## src/rtl/alu_sequencer.sv

```systemverilog
// Switch-driven ALU sequencer: debounced buttons step through A, B and opcode entry,
// then one execute cycle registers the result and flags for display.
module alu_sequencer #(
   parameter int unsigned NB_DATA     = 8,
   parameter int unsigned NB_OP       = 6,
   parameter int unsigned DBNC_CYCLES = 4
) (
   input  logic               i_clk,
   input  logic               i_reset,
   input  logic [NB_DATA-1:0] i_sw,
   input  logic               i_btn_next,
   input  logic               i_btn_clear,
   output logic [NB_DATA-1:0] o_res,
   output logic               o_carry,
   output logic               o_zero,
   output logic               o_ovf,
   output logic               o_valid,
   output logic [2:0]         o_state
);

   localparam int unsigned     CNT_W    = (DBNC_CYCLES > 1) ? $clog2(DBNC_CYCLES) : 1;
   localparam logic [CNT_W-1:0] CNT_LAST = CNT_W'(DBNC_CYCLES - 1);
   localparam int unsigned     MSB      = NB_DATA - 1;

   localparam logic [NB_OP-1:0] OP_ADD = NB_OP'(6'b100000);
   localparam logic [NB_OP-1:0] OP_SUB = NB_OP'(6'b100010);
   localparam logic [NB_OP-1:0] OP_AND = NB_OP'(6'b100100);
   localparam logic [NB_OP-1:0] OP_OR  = NB_OP'(6'b100101);
   localparam logic [NB_OP-1:0] OP_XOR = NB_OP'(6'b100110);
   localparam logic [NB_OP-1:0] OP_NOR = NB_OP'(6'b100111);
   localparam logic [NB_OP-1:0] OP_SRA = NB_OP'(6'b000011);
   localparam logic [NB_OP-1:0] OP_SRL = NB_OP'(6'b000010);

   typedef enum logic [2:0] {
      S_A    = 3'd0,
      S_B    = 3'd1,
      S_OP   = 3'd2,
      S_EXEC = 3'd3,
      S_SHOW = 3'd4
   } state_t;

   // Bit 0 = next button, bit 1 = clear button
   logic [1:0]       raw, sync1, sync2, level, level_d, armed, press;
   logic [CNT_W-1:0] cnt [2];

   state_t             state, state_next;
   logic [NB_DATA-1:0] a, b;
   logic [NB_OP-1:0]   op;
   logic               ld_a, ld_b, ld_op, ld_res, drop_res, clr_all;

   logic [NB_DATA:0]   sum, diff;
   logic [NB_DATA-1:0] alu_res;
   logic               alu_carry, alu_ovf, shift_big;

   assign raw   = {i_btn_clear, i_btn_next};
   assign press = level & ~level_d;

   // Synchroniser + debouncer; a button is disarmed after reset until seen released
   always_ff @(posedge i_clk) begin
      if (i_reset) begin
         sync1   <= '0;
         sync2   <= '0;
         level   <= '0;
         level_d <= '0;
         armed   <= '0;
         for (int i = 0; i < 2; i++) cnt[i] <= '0;
      end else begin
         sync1   <= raw;
         sync2   <= sync1;
         level_d <= level;
         for (int i = 0; i < 2; i++) begin
            if (!armed[i]) begin
               if (sync2[i]) begin
                  cnt[i] <= '0;
               end else if (cnt[i] == CNT_LAST) begin
                  armed[i] <= 1'b1;
                  cnt[i]   <= '0;
               end else begin
                  cnt[i] <= cnt[i] + CNT_W'(1);
               end
            end else if (sync2[i] == level[i]) begin
               cnt[i] <= '0;
            end else if (cnt[i] == CNT_LAST) begin
               level[i] <= sync2[i];
               cnt[i]   <= '0;
            end else begin
               cnt[i] <= cnt[i] + CNT_W'(1);
            end
         end
      end
   end

   always_ff @(posedge i_clk) begin
      if (i_reset) state <= S_A;
      else         state <= state_next;
   end

   always_comb begin
      state_next = state;
      if (press[1]) begin
         state_next = S_A;
      end else begin
         case (state)
            S_A:     if (press[0]) state_next = S_B;
            S_B:     if (press[0]) state_next = S_OP;
            S_OP:    if (press[0]) state_next = S_EXEC;
            S_EXEC:  state_next = S_SHOW;
            S_SHOW:  if (press[0]) state_next = S_A;
            default: state_next = S_A;
         endcase
      end
   end

   always_comb begin
      ld_a     = 1'b0;
      ld_b     = 1'b0;
      ld_op    = 1'b0;
      ld_res   = 1'b0;
      drop_res = 1'b0;
      clr_all  = press[1];
      if (!press[1]) begin
         case (state)
            S_A:     ld_a     = press[0];
            S_B:     ld_b     = press[0];
            S_OP:    ld_op    = press[0];
            S_EXEC:  ld_res   = 1'b1;
            S_SHOW:  drop_res = press[0];
            default: ;
         endcase
      end
   end

   always_comb begin
      sum       = {1'b0, a} + {1'b0, b};
      diff      = {1'b0, a} - {1'b0, b};
      shift_big = 32'(b) >= NB_DATA;
      alu_res   = '0;
      alu_carry = 1'b0;
      alu_ovf   = 1'b0;
      case (op)
         OP_ADD: begin
            alu_res   = sum[NB_DATA-1:0];
            alu_carry = sum[NB_DATA];
            alu_ovf   = (a[MSB] == b[MSB]) && (sum[MSB] != a[MSB]);
         end
         OP_SUB: begin
            alu_res   = diff[NB_DATA-1:0];
            alu_carry = diff[NB_DATA];
            alu_ovf   = (a[MSB] != b[MSB]) && (diff[MSB] != a[MSB]);
         end
         OP_AND: alu_res = a & b;
         OP_OR:  alu_res = a | b;
         OP_XOR: alu_res = a ^ b;
         OP_NOR: alu_res = ~(a | b);
         OP_SRL: alu_res = shift_big ? '0 : (a >> b);
         OP_SRA: alu_res = shift_big ? {NB_DATA{a[MSB]}} : NB_DATA'($signed(a) >>> b);
         default: ;
      endcase
   end

   always_ff @(posedge i_clk) begin
      if (i_reset || clr_all) begin
         a       <= '0;
         b       <= '0;
         op      <= '0;
         o_res   <= '0;
         o_carry <= 1'b0;
         o_zero  <= 1'b0;
         o_ovf   <= 1'b0;
         o_valid <= 1'b0;
      end else begin
         if (ld_a)  a  <= i_sw;
         if (ld_b)  b  <= i_sw;
         if (ld_op) op <= i_sw[NB_OP-1:0];
         if (ld_res) begin
            o_res   <= alu_res;
            o_carry <= alu_carry;
            o_zero  <= (alu_res == '0);
            o_ovf   <= alu_ovf;
            o_valid <= 1'b1;
         end else if (drop_res) begin
            o_valid <= 1'b0;
         end
      end
   end

   assign o_state = state;

endmodule

```

## config.mk

```make
export PLATFORM = sky130hd
export DESIGN_NAME = alu_sequencer
export DESIGN_NICKNAME = d
export VERILOG_FILES = /design/src/rtl/alu_sequencer.sv
export SDC_FILE = /design/constraint.sdc
export NUM_CORES = 1
export LEC_CHECK = 0
export ABC_AREA = 1
export BUFFER_PORTS_ARGS = -buffer_cell sky130_fd_sc_hd__buf_2
export CORE_MARGIN = 5
export CORE_UTILIZATION = 40
export CTS_BUF_LIST = sky130_fd_sc_hd__clkbuf_8
export DETAILED_ROUTE_END_ITERATION = 8
export PLACE_DENSITY_LB_ADDON = 0.15
export SLEW_MARGIN = 15
export SYNTH_ARGS = -nofsm -noshare
export SYNTH_HDL_FRONTEND = slang
export SYNTH_SLANG_ARGS = --single-unit
```

## constraint.sdc

```tcl
create_clock -name i_clk -period 2.46 [get_ports i_clk]
set_clock_uncertainty 0.05 [all_clocks]
set_input_delay 0.369 -clock i_clk [delete_from_list [all_inputs] [get_ports i_clk]]
set_output_delay 0.369 -clock i_clk [all_outputs]
set_load 0.005 [all_outputs]
```

==> impl_metrics.ini, run 1 <==
[clock_tree]
cts.sinks = 51
hold_buffers = 0
cts_buffers = 5
clk_latency_ps = 320
h-tree-depth = 2
clockBufferDepth = 2
clkSlewWorstSetupHoldPaths_ps = 110
clockRootBuffer = clkbuf_8
cts_tree = yes

[power_and_ir_drop]
p_int_uw = 1074
p_leak_uw = 0.002017
p_total_uw = 1440
power.density_nw_per_um2 = 330.2
power.switching_uw = 366.7
p_comb_share_pct = 5.0
pwr-share-seq_pct = 59.3
switching_share_pct = 25.45
vdd_drop_max_mv = 0.3308
p_clk_share_pct = 35.8

[logic_synthesis]
synth_top_area_share_pct = 24.66
syn_inst = 610
synth-xor-area-share_pct = 0.2295
synthSimpleGateAreaFrac_pct = 36.98
synth.distinct_cells = 35
ys_seq_area_share_pct = 27.80
synth_area_leaders = dfxtp_1 25%, nand2_1 13%, nand3_1 10%, ha_1 8.9%, nor2_1 8.2%
synth_edf_count = 4
ys_seq_elements = 51
synth_top_family_by_area = simple AND/OR/NAND/NOR gates
synth-async-reset-ratio_pct = 0
synth_adder_area_share_pct = 9.902
synth_ff_type = dfxtp_1
synth.avg_cell_area_um2 = 6.256
yosysTopAreaCell = dfxtp_1
synth.area.mux_share_pct = 0
yosysWarnings = 0
syn-cell-area_um2 = 3816
synth_compound_area_share_pct = 14.49

[global_route]
antenna_found_initial = 0
grt-ovfl-total = 0
grt_first_pass_wirelength_mm = 18.96
grt_util_all_layers_pct = 20.47
grt_pass1_vias = 3820
grt_max_degree = 34

[detailed_routing]
drt_iter0_drc = 304
drcViolationCount = 0
routed_wl_mm = 11.26
firstDrtPassIters = 5
routed_via_density = 5.121
ant_nets = 0
wire_per_inst_um = 14.47
num_vias = 3984

[job]
drv_cap = 0

[sta]
setup_violations = 0
tightestPinTransition_ps = 571.7
rsz0062_at_grt = false
hold_viol_final = 0
setup_slack_ps = 141.2
fin_crit_sh_pct = 94.26
period_minus_slack_ps = 2319
slew_headroom_pct = 61.75
maxSlewViolCount = 0
fmax_mhz = 431.3
fin_tns_setup_ps = 0

[cells_and_area]
final_common_cell = nand2_1
syn_to_final_growth_pct = 14.33
fin_cells = 778
fill_cells = 1000
drive_gt1_share_pct = 13.87
final_util_pct = 46.99
nets = 689
final_cell_mix = 133 x nand2_1, 80 x nor2_1, 78 x nand3_1
antenna_cells = 0

[min_path]
whs_path_depth = 3
hold_class = in2reg
hold_start = i_btn_next

[worst_setup_path]
rr_worst_depth = 15
crit_slowest_cell = fa_2
crit_fanout = 12
cp.required_ps = 2670
reg2reg_from = b[0]
critPathCapture = o_zero
arrival_ps = 2530
critPathCaptureType = register
crit_type = reg2reg
worstSetupStartpointType = register
critical_path.startpoint = b[0]
slowest_delay_ps = 510
crit_chain = buf_4 > ha_2 > fa_2 > inv_1 > nand2_1 > nand2_1 > inv_1 > nand2_1 > nor2_2 > nand3_2 > nor2_4 > nand2_1 > nor2_1 > nand3_1 > a21oi_2
r2r-end = o_zero
crit_path_frequent_cell = nand2_1
r2r_slack_ps = 140

[placed_design]
dp.cells = 768
gp_congestion = 0.9747
io_buffers = 26
pre_cts_ws_ps = 77.89
hpwl_mm = 8.993

[floorplan]
start_util_pct = 41.11
ioPinCount = 27
fp.dieH_um = 107.7
die_w_um = 107.7
rows = 35
placeableCoreArea_um2 = 9284
die-area_um2 = 11590

[run_status]
status = finished, final reports clean
-- per-stage QoR --
step / hold WS (ps) / area (um^2)
after floorplan: 338.3 / 3827
after detailed placement: 349.1 / 4173
after CTS: 188.4 / 4259
after global placement: 342.2 / 4173
after global routing: 228.2 / 4363
final: 198.1 / 4363
-- cell usage after synthesis, types with 2 or more instances --
cell and number:
o211ai_1 9, nand3_1 80, nor2_2 7, nand2_1 133, a21oi_2 3, o21ai_1 2, o21ai_0 39, nor2_1 83
edfxtp_1 4, inv_2 2, o31ai_1 2, clkbuf_1 9, ha_1 27, inv_1 80, a21oi_1 42, nor3_1 2
nand3b_1 5, buf_4 2, dfxtp_1 47, fa_1 2, nand4_1 9, buf_2 8
-- final cells by class --
cell class                 instances  area, um^2  area share [%]
multi-input combinational        460        2449           56.12
clock inverter                     3       17.52          0.4015
timing repair buffer              47       287.8           6.596
sequential                        51        1067           24.46
clock buffer                       5       68.82           1.577
inverter                          83       311.5           7.141
tap                              129       161.4           3.699
-- sequential cells by signal, indices dropped and copies added, names as in the netlist --
register  flops
o_zero        1
op            6
level         2
o_valid       1
a             8
o_carry       1
level_d       2
sync1         2
cnt           4
o_ovf         1
b             8
armed         2
o_res         8
o_state       3
sync2         2
-- cells by family after synthesis --
group | count (synthesis)
simple gates | 325
buf+inv | 102
compound gates | 101
flops | 51
fa+ha+maj | 29
xor+xnor | 1
other cells | 1
-- routing by layer --
layer	vias up	routed length (um)	GRT usage (%)	part of all wire (%)
met1	1782	5081	27.65	45
met5	-	0	0	0
met4	0	171	4.689	1.5
met3	15	839	3.779	7.5
li1	2054	-	-	-
met2	133	5163	33.84	46
-- repair_timing --
item                                    in CTS  in global routing
resized for setup                            0                 27
buffers inserted                             0                  2
endpoints found under the setup margin       0                  4
endpoints found under the hold margin        0                  0
-- how the worst min path moves through the flow --
stage | to
after detailed placement | sync2[0]
after global routing | sync1[1]
after global placement | sync2[0]
after CTS | sync1[0]
final | sync1[0]
after floorplan | sync2[0]
-- power groups by stage --
stage	registers [uW]	logic, uW	clock network (uW)
2_1_floorplan	872	44.9	0
4_1_cts	854	71.8	528
3_5_place_dp	873	71.6	0
6_report	854	71.8	515
5_1_grt	855	85.3	570
3_3_place_gp	872	70.2	0
-- worst max-delay path, delay by kind of cell (launching register included) --
family	cells	cell delay (ps)
AND/OR/NAND/NOR	9	770
flip-flops	1	350
buffers and inverters	3	270
AO/OA/AOI/OAI	1	110
adder cells (fa/ha/maj)	2	700
Power figures use the tool's default switching activity.
==> inputs of run 2 (changes only) <==
--- a/config.mk
+++ b/config.mk
@@ -11,7 +11,6 @@
 export CORE_UTILIZATION = 40
 export CTS_BUF_LIST = sky130_fd_sc_hd__clkbuf_8
 export DETAILED_ROUTE_END_ITERATION = 8
-export PLACE_DENSITY_LB_ADDON = 0.15
 export SLEW_MARGIN = 15
 export SYNTH_ARGS = -nofsm -noshare
 export SYNTH_HDL_FRONTEND = slang
==> run 2 against run 1 <==
  * Combinational power up 2%
  * First-iteration DRC count down 39%
  * Die area is the same
  * Sequential share of layout area fell by 0.26 points
  * Global-route usage decreased by 0.89 points
  * Sequential cell count unchanged
  * Count of clock-buffer cells in the layout did not move
  * Register-to-register slack better by 20 ps
  * Clock power grew 4.5%
==> impl_metrics.ini, run 2 (synthesis results as in run 1) <==
[worst_setup_path]
crit_path_frequent_cell = nand2_1
slowest_delay_ps = 550
arrival_ps = 2500
worstSetupStartpointType = register
r2r-end = o_zero
cp_top_family = simple AND/OR/NAND/NOR gates
crit_fanout = 2
crit_chain = buf_8 > ha_4 > fa_2 > inv_1 > nand2_1 > nand2_1 > inv_1 > nand2_1 > nor2_2 > nand3_2 > nor2_2 > nand2_1 > nor2_1 > nand3_1 > a21oi_2
critPathCaptureType = register
reg2reg_from = b[0]
path_buf_inv = 3
crit_slowest_cell = fa_2
r2r_slack_ps = 160
cp.required_ps = 2660
rr_worst_depth = 15
crit_type = reg2reg

[detailed_routing]
drt_iter0_drc = 186
ant_nets = 0
drcViolationCount = 0
wire_per_inst_um = 14.25
routed_via_density = 5.150
firstDrtPassIters = 5
routed_wl_mm = 11.11
num_vias = 4017

[clock_tree]
cts_buffers = 5
clk_latency_ps = 310
clockRootBuffer = clkbuf_8
cts.sinks = 51
hold_buffers = 0
cts_tree = yes
clockBufferDepth = 2
h-tree-depth = 2
clkSlewWorstSetupHoldPaths_ps = 110

[power_and_ir_drop]
p_comb_share_pct = 5.0
p_total_uw = 1465
power.switching_uw = 380.3
pwr-share-seq_pct = 58.3
power.density_nw_per_um2 = 332.6
switching_share_pct = 25.96
vdd_drop_max_mv = 0.2882
p_clk_share_pct = 36.7
p_int_uw = 1085
p_leak_uw = 0.002042

[sta]
rsz0062_at_grt = false
setup_violations = 0
hold_viol_final = 0
fin_tns_setup_ps = 0
maxSlewViolCount = 0
setup_slack_ps = 160.7
tightestPinTransition_ps = 543.0
period_minus_slack_ps = 2299
fin_crit_sh_pct = 93.47
fmax_mhz = 434.9
slew_headroom_pct = 63.67

[placed_design]
gp_congestion = 1.006
placed_area_um2 = 4188
hpwl_mm = 8.918
pre_cts_ws_ps = 94.08
dp.cells = 770
io_buffers = 26

[global_route]
grt_max_degree = 24
grt-ovfl-total = 0
grt_pass1_vias = 3850
grt_util_all_layers_pct = 19.58
grt_first_pass_wirelength_mm = 18.05
antenna_found_initial = 0

[job]
drv_cap = 0

[floorplan]
fp.dieH_um = 107.7
ioPinCount = 27
placeableCoreArea_um2 = 9284
die_w_um = 107.7
start_util_pct = 41.11
rows = 35
die-area_um2 = 11590

[cells_and_area]
reg_top3 = a (8), b (8), o_res (8)
multi_input_area_um2 = 2460
final_common_cell = nand2_1
regArea_um2 = 1066
fin_area_um2 = 4405
fin_cells = 780
nets = 691
fill_cells = 1005
final_cell_mix = 133 x nand2_1, 80 x nor2_1, 77 x inv_1, 77 x nand3_1, 43 x dfxtp_1
antenna_cells = 0
drive_gt1_share_pct = 14.75
syn_to_final_growth_pct = 15.44

[min_path]
min_to = sync1[1]
whs_path_depth = 3
hold_start = i_btn_clear
hold_class = in2reg

[run_status]
status = finished, final reports clean
run 2: worst reg2reg max path, cell delays in order (launching register included):
cell     delay (ps)
dfxtp_2         360
buf_8           120
ha_4            160
fa_2            550
inv_1            40
nand2_1          60
nand2_1          50
inv_1            50
nand2_1          60
nor2_2          110
nand3_2         100
nor2_2          130
nand2_1          60
nor2_1          100
nand3_1          90
a21oi_2         150
run 2: worst max-delay path by stage:
| stage | start | endpoint | slack (ps) | cells past startpoint |
|---|---|---|---|---|
| detailed placement | a[2] | o_zero | 90 | 14 |
| finish | b[0] | o_zero | 160 | 15 |
| global placement | b[4] | o_zero | 130 | 13 |
| global route | a[0] | o_zero | 0.4 | 16 |
| CTS | a[2] | o_zero | 60 | 14 |
| floorplan | b[1] | o_zero | 210 | 18 |
run 2: routing by layer:
layer  up-vias  global-route usage [%]  wire [um]
met1      1817                   25.46       5049
met4         0                   6.673        238
met5         -                       0          0
met2       128                   32.68       5108
met3        19                   3.359        717
li1       2053                       -          -
run 2: per-stage QoR:
step                util (%)  hold slack (ps)
global placement       45.11            343.5
finish                 47.45            196.5
floorplan                  -            338.3
CTS                    46.15            187.8
detailed placement     45.11            350.6
global route           47.45            202.7
run 2: power groups by stage:
stage               combinational (uW)  clock, uW  sequential [uW]
global placement                  71.5          0              872
detailed placement                72.3          0              873
CTS                               72.6        560              854
floorplan                         44.9          0              872
finish                            73.4        538              854
global route                      85.0        588              855
run 2: timing repair:
action / 4_1_cts / 5_1_grt
setup buffers: 0 / 2
endpoints found under the setup margin: 0 / 4
endpoints found under the hold margin: 0 / 0
gates resized for setup: 0 / 30
run 2: final cells by class:
cell class | instances | share of cell area [%]
tap | 129 | 3.664
clock inverter | 3 | 0.6248
clock buffer | 5 | 1.562
multi-input combinational | 460 | 55.84
inverter | 83 | 7.072
timing repair buffer | 49 | 7.043
sequential | 51 | 24.20
